==> src/rtl/ddr3_pattern_tester.sv <==
// DDR3 self-test master on the Avalon-MM user port of the memory controller.
// A start writes LEN words of the selected pattern from BASE, reads them back
// with up to MAX_OUTSTANDING reads in flight, and compares each returned word
// against an independently regenerated pattern.
//
// state   | meaning
// --------+---------------------------------------------------------------
// S_IDLE  | waiting for start after reset
// S_WRITE | issuing pattern writes, one word per accepted request
// S_READ  | issuing reads while the in-flight count is below the limit
// S_DRAIN | all reads issued, waiting for the remaining read data/compares
// S_DONE  | results valid; a new start restarts the test
module ddr3_pattern_tester #(
  parameter int DATA_WIDTH      = 256,
  parameter int ADDR_WIDTH      = 22,
  parameter int LEN_WIDTH       = 22,
  parameter int MAX_OUTSTANDING = 16,
  parameter int ERR_WIDTH       = 32
) (
  input  logic                      usr_clk,
  input  logic                      usr_rst,
  input  logic                      start_in,
  input  logic [1:0]                mode_in,
  input  logic [ADDR_WIDTH-1:0]     base_addr_in,
  input  logic [LEN_WIDTH-1:0]      len_in,
  output logic [ADDR_WIDTH-1:0]     ddr3_addr_o,
  output logic                      ddr3_write_o,
  output logic                      ddr3_read_o,
  output logic [DATA_WIDTH/8-1:0]   ddr3_byte_enable_o,
  output logic [DATA_WIDTH-1:0]     ddr3_write_data_o,
  input  logic                      ddr3_waitrequest_in,
  input  logic [DATA_WIDTH-1:0]     ddr3_rddata_in,
  input  logic                      ddr3_rddata_valid_in,
  output logic                      busy_o,
  output logic                      done_o,
  output logic                      pass_o,
  output logic [ERR_WIDTH-1:0]      err_count_o,
  output logic [ADDR_WIDTH-1:0]     first_err_addr_o
);

  localparam int LANES = DATA_WIDTH / 32;
  localparam int OW    = $clog2(MAX_OUTSTANDING) + 1;
  localparam logic [31:0] LFSR_POLY = 32'h8020_0003;
  localparam logic [31:0] LFSR_SEED = 32'hACE1_0001;

  typedef logic [LANES-1:0][31:0] lfsr_t;

  typedef enum logic [2:0] {
    S_IDLE,
    S_WRITE,
    S_READ,
    S_DRAIN,
    S_DONE
  } state_t;

  function automatic lfsr_t lfsr_seed();
    lfsr_t s;
    for (int k = 0; k < LANES; k++) s[k] = LFSR_SEED ^ 32'(k);
    return s;
  endfunction

  function automatic lfsr_t lfsr_step(input lfsr_t s);
    lfsr_t n;
    for (int k = 0; k < LANES; k++)
      n[k] = (s[k] >> 1) ^ (s[k][0] ? LFSR_POLY : 32'h0);
    return n;
  endfunction

  // lane0 holds word_index*LANES, so lane k of the incrementing pattern is lane0+k
  function automatic logic [DATA_WIDTH-1:0] pattern(input logic [1:0]            mode,
                                                    input logic [31:0]           lane0,
                                                    input logic [DATA_WIDTH-1:0] onehot,
                                                    input lfsr_t                 lfsr);
    logic [DATA_WIDTH-1:0] w;
    w = '0;
    case (mode)
      2'd0:    for (int k = 0; k < LANES; k++) w[k*32 +: 32] = lane0 + 32'(k);
      2'd1:    for (int k = 0; k < LANES; k++) w[k*32 +: 32] = ~(lane0 + 32'(k));
      2'd2:    w = onehot;
      default: w = lfsr;
    endcase
    return w;
  endfunction

  state_t                r_state;
  state_t                w_state_nxt;
  logic [ADDR_WIDTH-1:0] r_base;
  logic [LEN_WIDTH-1:0]  r_len;
  logic [1:0]            r_mode;
  logic [LEN_WIDTH-1:0]  r_wr_idx;
  logic [LEN_WIDTH-1:0]  r_rd_idx;
  logic [LEN_WIDTH-1:0]  r_cmp_idx;
  logic [31:0]           r_wr_lane0;
  logic [31:0]           r_cmp_lane0;
  logic [DATA_WIDTH-1:0] r_wr_onehot;
  logic [DATA_WIDTH-1:0] r_cmp_onehot;
  lfsr_t                 r_wr_lfsr;
  lfsr_t                 r_cmp_lfsr;
  logic [OW-1:0]         r_outstanding;
  logic                  r_cmp_valid;
  logic [DATA_WIDTH-1:0] r_cmp_data;
  logic [DATA_WIDTH-1:0] r_cmp_exp;
  logic [ADDR_WIDTH-1:0] r_cmp_addr;
  logic [ERR_WIDTH-1:0]  r_err_count;
  logic [ADDR_WIDTH-1:0] r_first_err_addr;
  logic                  r_first_err_seen;

  logic                  w_start;
  logic                  w_wr_req;
  logic                  w_rd_req;
  logic                  w_wr_accept;
  logic                  w_rd_accept;
  logic                  w_rd_take;
  logic [LEN_WIDTH-1:0]  w_len_m1;
  logic                  w_last_wr;
  logic                  w_last_rd;
  logic [ADDR_WIDTH-1:0] w_wr_addr;
  logic [ADDR_WIDTH-1:0] w_rd_addr;
  logic [DATA_WIDTH-1:0] w_wr_pat;
  logic [DATA_WIDTH-1:0] w_cmp_pat;
  logic                  w_done;

  assign w_start     = start_in && ((r_state == S_IDLE) || (r_state == S_DONE));
  assign w_wr_req    = (r_state == S_WRITE);
  assign w_rd_req    = (r_state == S_READ) && (r_outstanding < OW'(MAX_OUTSTANDING));
  assign w_wr_accept = w_wr_req && !ddr3_waitrequest_in;
  assign w_rd_accept = w_rd_req && !ddr3_waitrequest_in;
  // read data arriving with nothing in flight is stray and dropped
  assign w_rd_take   = ddr3_rddata_valid_in && (r_outstanding != '0);
  assign w_len_m1    = r_len - LEN_WIDTH'(1);
  assign w_last_wr   = (r_wr_idx == w_len_m1);
  assign w_last_rd   = (r_rd_idx == w_len_m1);
  assign w_wr_addr   = r_base + ADDR_WIDTH'(r_wr_idx);
  assign w_rd_addr   = r_base + ADDR_WIDTH'(r_rd_idx);
  assign w_wr_pat    = pattern(r_mode, r_wr_lane0, r_wr_onehot, r_wr_lfsr);
  assign w_cmp_pat   = pattern(r_mode, r_cmp_lane0, r_cmp_onehot, r_cmp_lfsr);
  assign w_done      = (r_state == S_DONE);

  assign ddr3_write_o       = w_wr_req;
  assign ddr3_read_o        = w_rd_req;
  assign ddr3_addr_o        = w_wr_req ? w_wr_addr : (w_rd_req ? w_rd_addr : '0);
  assign ddr3_write_data_o  = w_wr_req ? w_wr_pat : '0;
  assign ddr3_byte_enable_o = (w_wr_req || w_rd_req) ? '1 : '0;
  assign busy_o             = (r_state == S_WRITE) || (r_state == S_READ) || (r_state == S_DRAIN);
  assign done_o             = w_done;
  assign pass_o             = w_done && (r_err_count == '0);
  assign err_count_o        = r_err_count;
  assign first_err_addr_o   = r_first_err_addr;

  // state register
  always_ff @(posedge usr_clk or posedge usr_rst) begin
    if (usr_rst) r_state <= S_IDLE;
    else         r_state <= w_state_nxt;
  end

  // next-state logic; DRAIN also waits out the pending registered compare
  always_comb begin
    w_state_nxt = r_state;
    case (r_state)
      S_IDLE, S_DONE: begin
        if (start_in) w_state_nxt = (len_in == '0) ? S_DONE : S_WRITE;
      end
      S_WRITE: begin
        if (!ddr3_waitrequest_in && w_last_wr) w_state_nxt = S_READ;
      end
      S_READ: begin
        if (w_rd_req && !ddr3_waitrequest_in && w_last_rd) w_state_nxt = S_DRAIN;
      end
      S_DRAIN: begin
        if ((r_outstanding == '0) && !r_cmp_valid) w_state_nxt = S_DONE;
      end
      default: w_state_nxt = S_IDLE;
    endcase
  end

  // test parameters latched at start, plus write/read issue indices
  always_ff @(posedge usr_clk or posedge usr_rst) begin
    if (usr_rst) begin
      r_base   <= '0;
      r_len    <= '0;
      r_mode   <= '0;
      r_wr_idx <= '0;
      r_rd_idx <= '0;
    end else if (w_start) begin
      r_base   <= base_addr_in;
      r_len    <= len_in;
      r_mode   <= mode_in;
      r_wr_idx <= '0;
      r_rd_idx <= '0;
    end else begin
      if (w_wr_accept) r_wr_idx <= r_wr_idx + LEN_WIDTH'(1);
      if (w_rd_accept) r_rd_idx <= r_rd_idx + LEN_WIDTH'(1);
    end
  end

  // write-side pattern generator, one step per accepted write
  always_ff @(posedge usr_clk or posedge usr_rst) begin
    if (usr_rst) begin
      r_wr_lane0  <= '0;
      r_wr_onehot <= DATA_WIDTH'(1);
      r_wr_lfsr   <= lfsr_seed();
    end else if (w_start) begin
      r_wr_lane0  <= '0;
      r_wr_onehot <= DATA_WIDTH'(1);
      r_wr_lfsr   <= lfsr_seed();
    end else if (w_wr_accept) begin
      r_wr_lane0  <= r_wr_lane0 + 32'(LANES);
      r_wr_onehot <= {r_wr_onehot[DATA_WIDTH-2:0], r_wr_onehot[DATA_WIDTH-1]};
      r_wr_lfsr   <= lfsr_step(r_wr_lfsr);
    end
  end

  // compare-side generator: restarts on READ entry, steps on each returned word
  always_ff @(posedge usr_clk or posedge usr_rst) begin
    if (usr_rst) begin
      r_cmp_idx    <= '0;
      r_cmp_lane0  <= '0;
      r_cmp_onehot <= DATA_WIDTH'(1);
      r_cmp_lfsr   <= lfsr_seed();
    end else if (w_wr_accept && w_last_wr) begin
      r_cmp_idx    <= '0;
      r_cmp_lane0  <= '0;
      r_cmp_onehot <= DATA_WIDTH'(1);
      r_cmp_lfsr   <= lfsr_seed();
    end else if (w_rd_take) begin
      r_cmp_idx    <= r_cmp_idx + LEN_WIDTH'(1);
      r_cmp_lane0  <= r_cmp_lane0 + 32'(LANES);
      r_cmp_onehot <= {r_cmp_onehot[DATA_WIDTH-2:0], r_cmp_onehot[DATA_WIDTH-1]};
      r_cmp_lfsr   <= lfsr_step(r_cmp_lfsr);
    end
  end

  // capture returned word with its expected value and address for the compare stage
  always_ff @(posedge usr_clk or posedge usr_rst) begin
    if (usr_rst) begin
      r_cmp_valid <= 1'b0;
      r_cmp_data  <= '0;
      r_cmp_exp   <= '0;
      r_cmp_addr  <= '0;
    end else begin
      r_cmp_valid <= w_rd_take;
      if (w_rd_take) begin
        r_cmp_data <= ddr3_rddata_in;
        r_cmp_exp  <= w_cmp_pat;
        r_cmp_addr <= r_base + ADDR_WIDTH'(r_cmp_idx);
      end
    end
  end

  // reads in flight: issued but data not yet returned
  always_ff @(posedge usr_clk or posedge usr_rst) begin
    if (usr_rst) begin
      r_outstanding <= '0;
    end else begin
      case ({w_rd_accept, w_rd_take})
        2'b10:   r_outstanding <= r_outstanding + OW'(1);
        2'b01:   r_outstanding <= r_outstanding - OW'(1);
        default: r_outstanding <= r_outstanding;
      endcase
    end
  end

  // saturating error count and first failing address
  always_ff @(posedge usr_clk or posedge usr_rst) begin
    if (usr_rst) begin
      r_err_count      <= '0;
      r_first_err_addr <= '0;
      r_first_err_seen <= 1'b0;
    end else if (w_start) begin
      r_err_count      <= '0;
      r_first_err_addr <= '0;
      r_first_err_seen <= 1'b0;
    end else if (r_cmp_valid && (r_cmp_data != r_cmp_exp)) begin
      if (r_err_count != '1) r_err_count <= r_err_count + ERR_WIDTH'(1);
      if (!r_first_err_seen) begin
        r_first_err_addr <= r_cmp_addr;
        r_first_err_seen <= 1'b1;
      end
    end
  end

endmodule

==> config.mk <==
export PLATFORM = sky130hd
export DESIGN_NAME = ddr3_pattern_tester
export DESIGN_NICKNAME = d
export VERILOG_FILES = /design/src/rtl/ddr3_pattern_tester.sv
export SDC_FILE = /design/constraint.sdc
export NUM_CORES = 2
export LEC_CHECK = 0
export CAP_MARGIN = 30
export CORE_MARGIN = 2
export CORE_UTILIZATION = 35
export DETAILED_ROUTE_END_ITERATION = 16
export MAX_ROUTING_LAYER = met4
export PLACE_DENSITY_LB_ADDON = 0.2
export SLEW_MARGIN = 20
export SYNTH_ARGS = -nofsm -noshare
export SYNTH_HDL_FRONTEND = slang
export SYNTH_SLANG_ARGS = --single-unit
==> constraint.sdc <==
create_clock -name usr_clk -period 69.6 [get_ports usr_clk]
set_clock_uncertainty 0.1 [all_clocks]
set_input_delay 6.96 -clock usr_clk [delete_from_list [all_inputs] [get_ports usr_clk]]
set_output_delay 6.96 -clock usr_clk [all_outputs]
set_load 0.01 [all_outputs]
After elaboration in Yosys (flattened, before gate mapping)
Index checks and enable logic that the tools add are counted.

Word-level logic and storage cells: 199. Bits of input ports: 307. Register bits: 1798.

Bitwise gates (word level): 32. Order comparisons: 1. Equal/unequal tests: 17. Add/subtract/negate cells: 26. Reductions and logical operators: 33. Multiplexer cells: 55.

Operators by type and width (count): 256-bit two-way mux (9); 256-bit one-hot mux with 3 select lines (2); 32-bit two-way mux (24); 32-bit inverter (16); 31-bit by 32-bit bitwise XOR with 32-bit output (16); 32-bit by 3-bit adder with 32-bit output, second input constant (8); 256-bit != test (1); 22-bit two-way mux (11); 32-bit by 2-bit adder with 32-bit output, second input constant (4); 32-bit by 1-bit adder with 32-bit output, second input constant (3); 22-bit by 1-bit adder with 22-bit output, second input constant (3); 22-bit adder (3); 32-bit by 4-bit adder with 32-bit output, second input constant (2); 22-bit == test (2); 32-bit logical NOT (1); 32-bit != test, second input constant (1); 22-bit logical NOT (1); 22-bit by 1-bit subtractor with 22-bit output, second input constant (1); 3-bit two-way mux (5); 3-bit one-hot mux with 4 select lines (1); 2-bit nonzero test (6); 1-bit logical AND (11); 5-bit one-hot mux with 2 select lines (1); 2-bit by 1-bit != test with 1-bit output, second input constant (4); other kinds (19) (28).

Longest topological paths before layout
Depth after elaboration: 6. Depth in mapped cells: 17. Depth with buffers taken out: 13.

Worst setup path after synthesis
No wires, ideal clock.

Path kind: reg2out. Start point: register r_rd_idx[1]. End point: output port ddr3_addr_o[17]. Cell stages (with the launch flop): 11. Data required time: 62.540 ns. Setup slack: 59.562 ns. Arrival time: 2.978 ns. Cells stage by stage: dfrtp_1 ha_1 a211oi_1 o21ai_0 a2111oi_0 o311ai_0 a311oi_1 o21bai_1 a21oi_1 xor2_1 o21ai_0.

Longest elaborated chain between the ends: 3.

RTL lines: start, declared (RTL line 91) `logic [LEN_WIDTH-1:0] r_rd_idx;`; start signal, assigned (RTL line 192) `if (w_rd_accept) r_rd_idx <= r_rd_idx + LEN_WIDTH'(1);`; 22-bit adder (RTL line 134) `assign w_rd_addr = r_base + ADDR_WIDTH'(r_rd_idx);`; 22-bit two-way mux (2 in a row) (RTL line 141) `assign ddr3_addr_o = w_wr_req ? w_wr_addr : (w_rd_req ? w_rd_addr : '0);`; end, declared (RTL line 26) `output logic [ADDR_WIDTH-1:0] ddr3_addr_o,`.

Every way passes these cells.

Worst setup path in the final report
Start point: register r_mode[0]. End point: output port ddr3_write_data_o[180].

Longest elaborated chain between the ends: 3. Elaborated cells between the ends (all ways): 5. Those cells by class: eq/ne (2); mux (2); reduce/logical (1).

RTL lines: start, declared (RTL line 89) `logic [1:0] r_mode;`; start signal, assigned (RTL line 187) `r_mode <= mode_in;`; 2-bit == test, or another cell as far along (RTL line 76) `case (mode)`; 256-bit one-hot mux with 3 select lines * (RTL line 76); 256-bit two-way mux * (RTL line 142) `assign ddr3_write_data_o = w_wr_req ? w_wr_pat : '0;`; end, declared (RTL line 30) `output logic [DATA_WIDTH-1:0] ddr3_write_data_o,`.

Every way passes the cells marked *; elsewhere a longest branch is shown, timed or not.

==> qor.csv <==
metric,value,unit
hold_buffers,0,
drt_iter0_drc,7866,
endpoint_kind,output port,
highest_layer,met4,
crit_type,reg2out,
outcome,completed,
synth-main-ff-cell,dfrtp_1,
min_path_type,reg2reg,
drv_cap,0,
slowest_delay,910,ps
grt_overflow_total,0,
dr_wl_met2,142000,um
clk_latency,880,ps
cts_resized,0,
p_leak,48.43,nW
cts-root-buf,clkbuf_16,
n_fill_cell,24480,
synth_edf_count,0,
grt_use_total,0.2540,
crit_path_frequent_cell,buf_4,
wl,323100,um
grt_start_max_net_pins,250,
core,250700,sq um
crit_chain,buf_4 > buf_12 > buf_4 > mux2_2 > nand2_1 > a21oi_1 > clkdlybuf4s50_1,
boundaryPins,676,
yosysWarningCount,0,
finalMaxSlewViolations,0,
syn_area,87980,sq um
cts.repair_timing.setup_buffer_count,0,
tns,0,ps
cts_tree,done,
yosysMostFrequentCell,nand2_1,
post-dp-hpwl,219800,um
critPathSlowestCell,buf_4,
worstMarginPinSlew,1292,ps
syn2layout_area_growth,19.37,%
viasPerCell,5.363,
finalSetupViolations,0,
critPathLaunchType,register,
syn_area_per_cell,8.942,sq um
start_util,0.3509,
wl_met1,145900,um
max-clock-path-buffers,3,
dr.pass1.iters,6,
cpLargestDelayFamily,buffers and inverters,
cp_data_required_time,62540,ps
slew_headroom,0.1388,
fin_crit_sh,0.1830,
timing.fmax,78.52,MHz
power_per_cell_area,43.96,nW/um^2
yosys_register_bits,1792,
die_w,505.4,um
wl_met3,23090,um
grt_pass1_wl,477700,um
cts_sinks,1792,
die_h,505.4,um
period_needed,12740,ps
path_buf_inv,4,
cp.arrival,5680,ps
yosysSeqAreaShare,0.5119,
drt.antenna.violating_nets,0,
synth.area.top_cells,"dfrtp_1, nand2_1, dfstp_2, a21oi_1, xnor2_1",
yosys-top-cells-count,"nand2_1, dfrtp_1, a21oi_1, clkbuf_1, nand3_1",
gp_congestion,0.9114,
clkTransAtPathRegs,60,ps
ys_types,72,
drive_gt1_frac,0.09337,
vdd_ir_drop_max,0.02885,mV
antenna_found_initial,13,
dieArea,255400,sq um
numCtsBuffers,203,
crit_fanout,123,
vias,73350,
rsz0062_at_grt,no,
synth_top_area_share,0.4659,
syn_nets,10230,
wl_per_cell,23.62,um
post-route-drc-count,0,
fin_total_pwr,4.617,mW
h-tree-depth,4,
port_buffers,675,
fin_nets,10530,
num_rows,184,
ys_async_sr_fraction,1.000,
synth_top_cell_by_area,dfrtp_1,
syn-instance-count,9839,
hold_viol,0,
grt_pass1_vias,70560,
[final cells by class]
cell class | count | area, sq um | area share
diodes | 5 | 12.51 | 0.0001191
clock buffers | 310 | 6046 | 0.05756
clock inverters | 72 | 996.0 | 0.009483
flip-flops and latches | 1792 | 45040 | 0.4289
multi-input cells | 7266 | 39940 | 0.3803
well taps | 3348 | 4189 | 0.03988
inverters | 60 | 240.2 | 0.002287
repair buffers | 825 | 8564 | 0.08154
[state kept, by name, summed over array words and instances, names as in the netlist]
register and count:
r_cmp_lfsr 256, first_err_addr_o 22, r_wr_idx 22, r_cmp_valid 1, r_first_err_seen 1, r_state 3, r_cmp_data 256, r_wr_onehot 256
r_mode 2, r_cmp_idx 22, r_cmp_addr 22, r_wr_lane0 29, r_rd_idx 22, r_base 22, r_cmp_onehot 256, r_wr_lfsr 256
r_outstanding 5, r_len 22, r_cmp_exp 256, r_cmp_lane0 29, err_count_o 32
[metrics by stage]
| stage | setup slack [ps] | instance area [sq um] | std cells | utilization | hold WS [ps] |
|---|---|---|---|---|---|
| floorplan | 12200 | 87980 | 9839 | - | 345.4 |
| global route | 56750 | 105000 | 13680 | 0.4189 | 389.3 |
| global placement | 57180 | 97140 | 13250 | 0.3875 | 367.3 |
| finish | 56860 | 105000 | 13680 | 0.4189 | 326.2 |
| CTS | 56950 | 104600 | 13660 | 0.4173 | 339.1 |
| detailed placement | 57050 | 97590 | 13280 | 0.3893 | 374.5 |
[path summary, 6_finish.rpt]
kind | from | to | slack [ps] | depth (start not counted)
setup / recovery | r_mode[0] | ddr3_write_data_o[180] | 56860 | 7
hold / removal | r_wr_onehot[207] | r_wr_onehot[208] | 330 | 2
setup reg to reg | r_len[5] | r_cmp_onehot[179] | 62970 | 12
hold reg to reg | r_wr_onehot[207] | r_wr_onehot[208] | 330 | 2
max in group asynchronous | usr_rst | r_cmp_data[197] | 58400 | 8
min in group asynchronous | usr_rst | r_wr_onehot[208] | 6580 | 2
[worst reg2reg max path: stages, from the launching register on]
cell,delay [ps]
dfrtp_1,470
or4_1,720
or4_1,620
nor4_2,350
mux2i_1,260
nand4_1,120
or4_4,580
nor2_4,560
buf_4,700
buf_4,910
buf_4,600
buf_12,320
a21oi_1,140
[power breakdown]
part / switching, mW / total (mW) / internal (mW)
clock: 0.470 / 1.13 / 0.660
sequential: 0.308 / 1.65 / 1.34
combinational: 1.17 / 1.84 / 0.667
total: 1.95 / 4.62 / 2.67
[cells in the final DEF (no fill, tap or decap), types with 10 or more instances in the layout]
cell type        synthesis  final
dfstp_2                154    154
xnor2_1                409    409
nor2_1                 357    326
buf_16                   0     16
buf_12                   0     19
dfrtp_1               1638   1636
o22ai_1                 17     17
or3_1                   22     22
and3_1                  44     44
nand3_2                 30     30
nand3_1                513    513
mux2i_1                259    259
nand4_1                104    104
or2_2                   15     13
nor4_1                  45     45
clkbuf_8                 0     50
buf_8                    0     16
inv_1                   58     57
a21oi_1                797    797
mux2_2                 233    233
clkinv_2                 0     34
buf_4                   31     97
clkbuf_16                0    206
o21ai_0                192    192
clkdlybuf4s50_1          0    675
or4_1                   11     11
nand2_1               3246   3243
bufinv_16                0     16
nor2_2                   0     26
xor2_1                 183    183
ha_1                    75     75
o31ai_1                 29     29
a31oi_1                 13     13
and2_1                  10     10
o211ai_1                18     18
a211oi_1               245    245
nor3_1                  46     46
a21o_1                 247    247
clkbuf_1               535     54
[cell families after synthesis]
kind of cell               Yosys count  share of synthesized area
and+or+nand+nor                   4487                     0.2112
adders and majority gates           79                    0.01158
muxes                              492                    0.05929
buffers and inverters              781                    0.03587
AOI/OAI and AO/OA                 1608                     0.1093
DFF                               1792                     0.5119
xor gates and xnor gates           600                    0.06098
[layer usage]
metal / track usage / vias up
met5: - / -
li1: - / 33460
met2: 0.3691 / 2727
met1: 0.3538 / 36720
met4: 0.08970 / 0
met3: 0.04635 / 435
(Power assumes the default switching activity.)
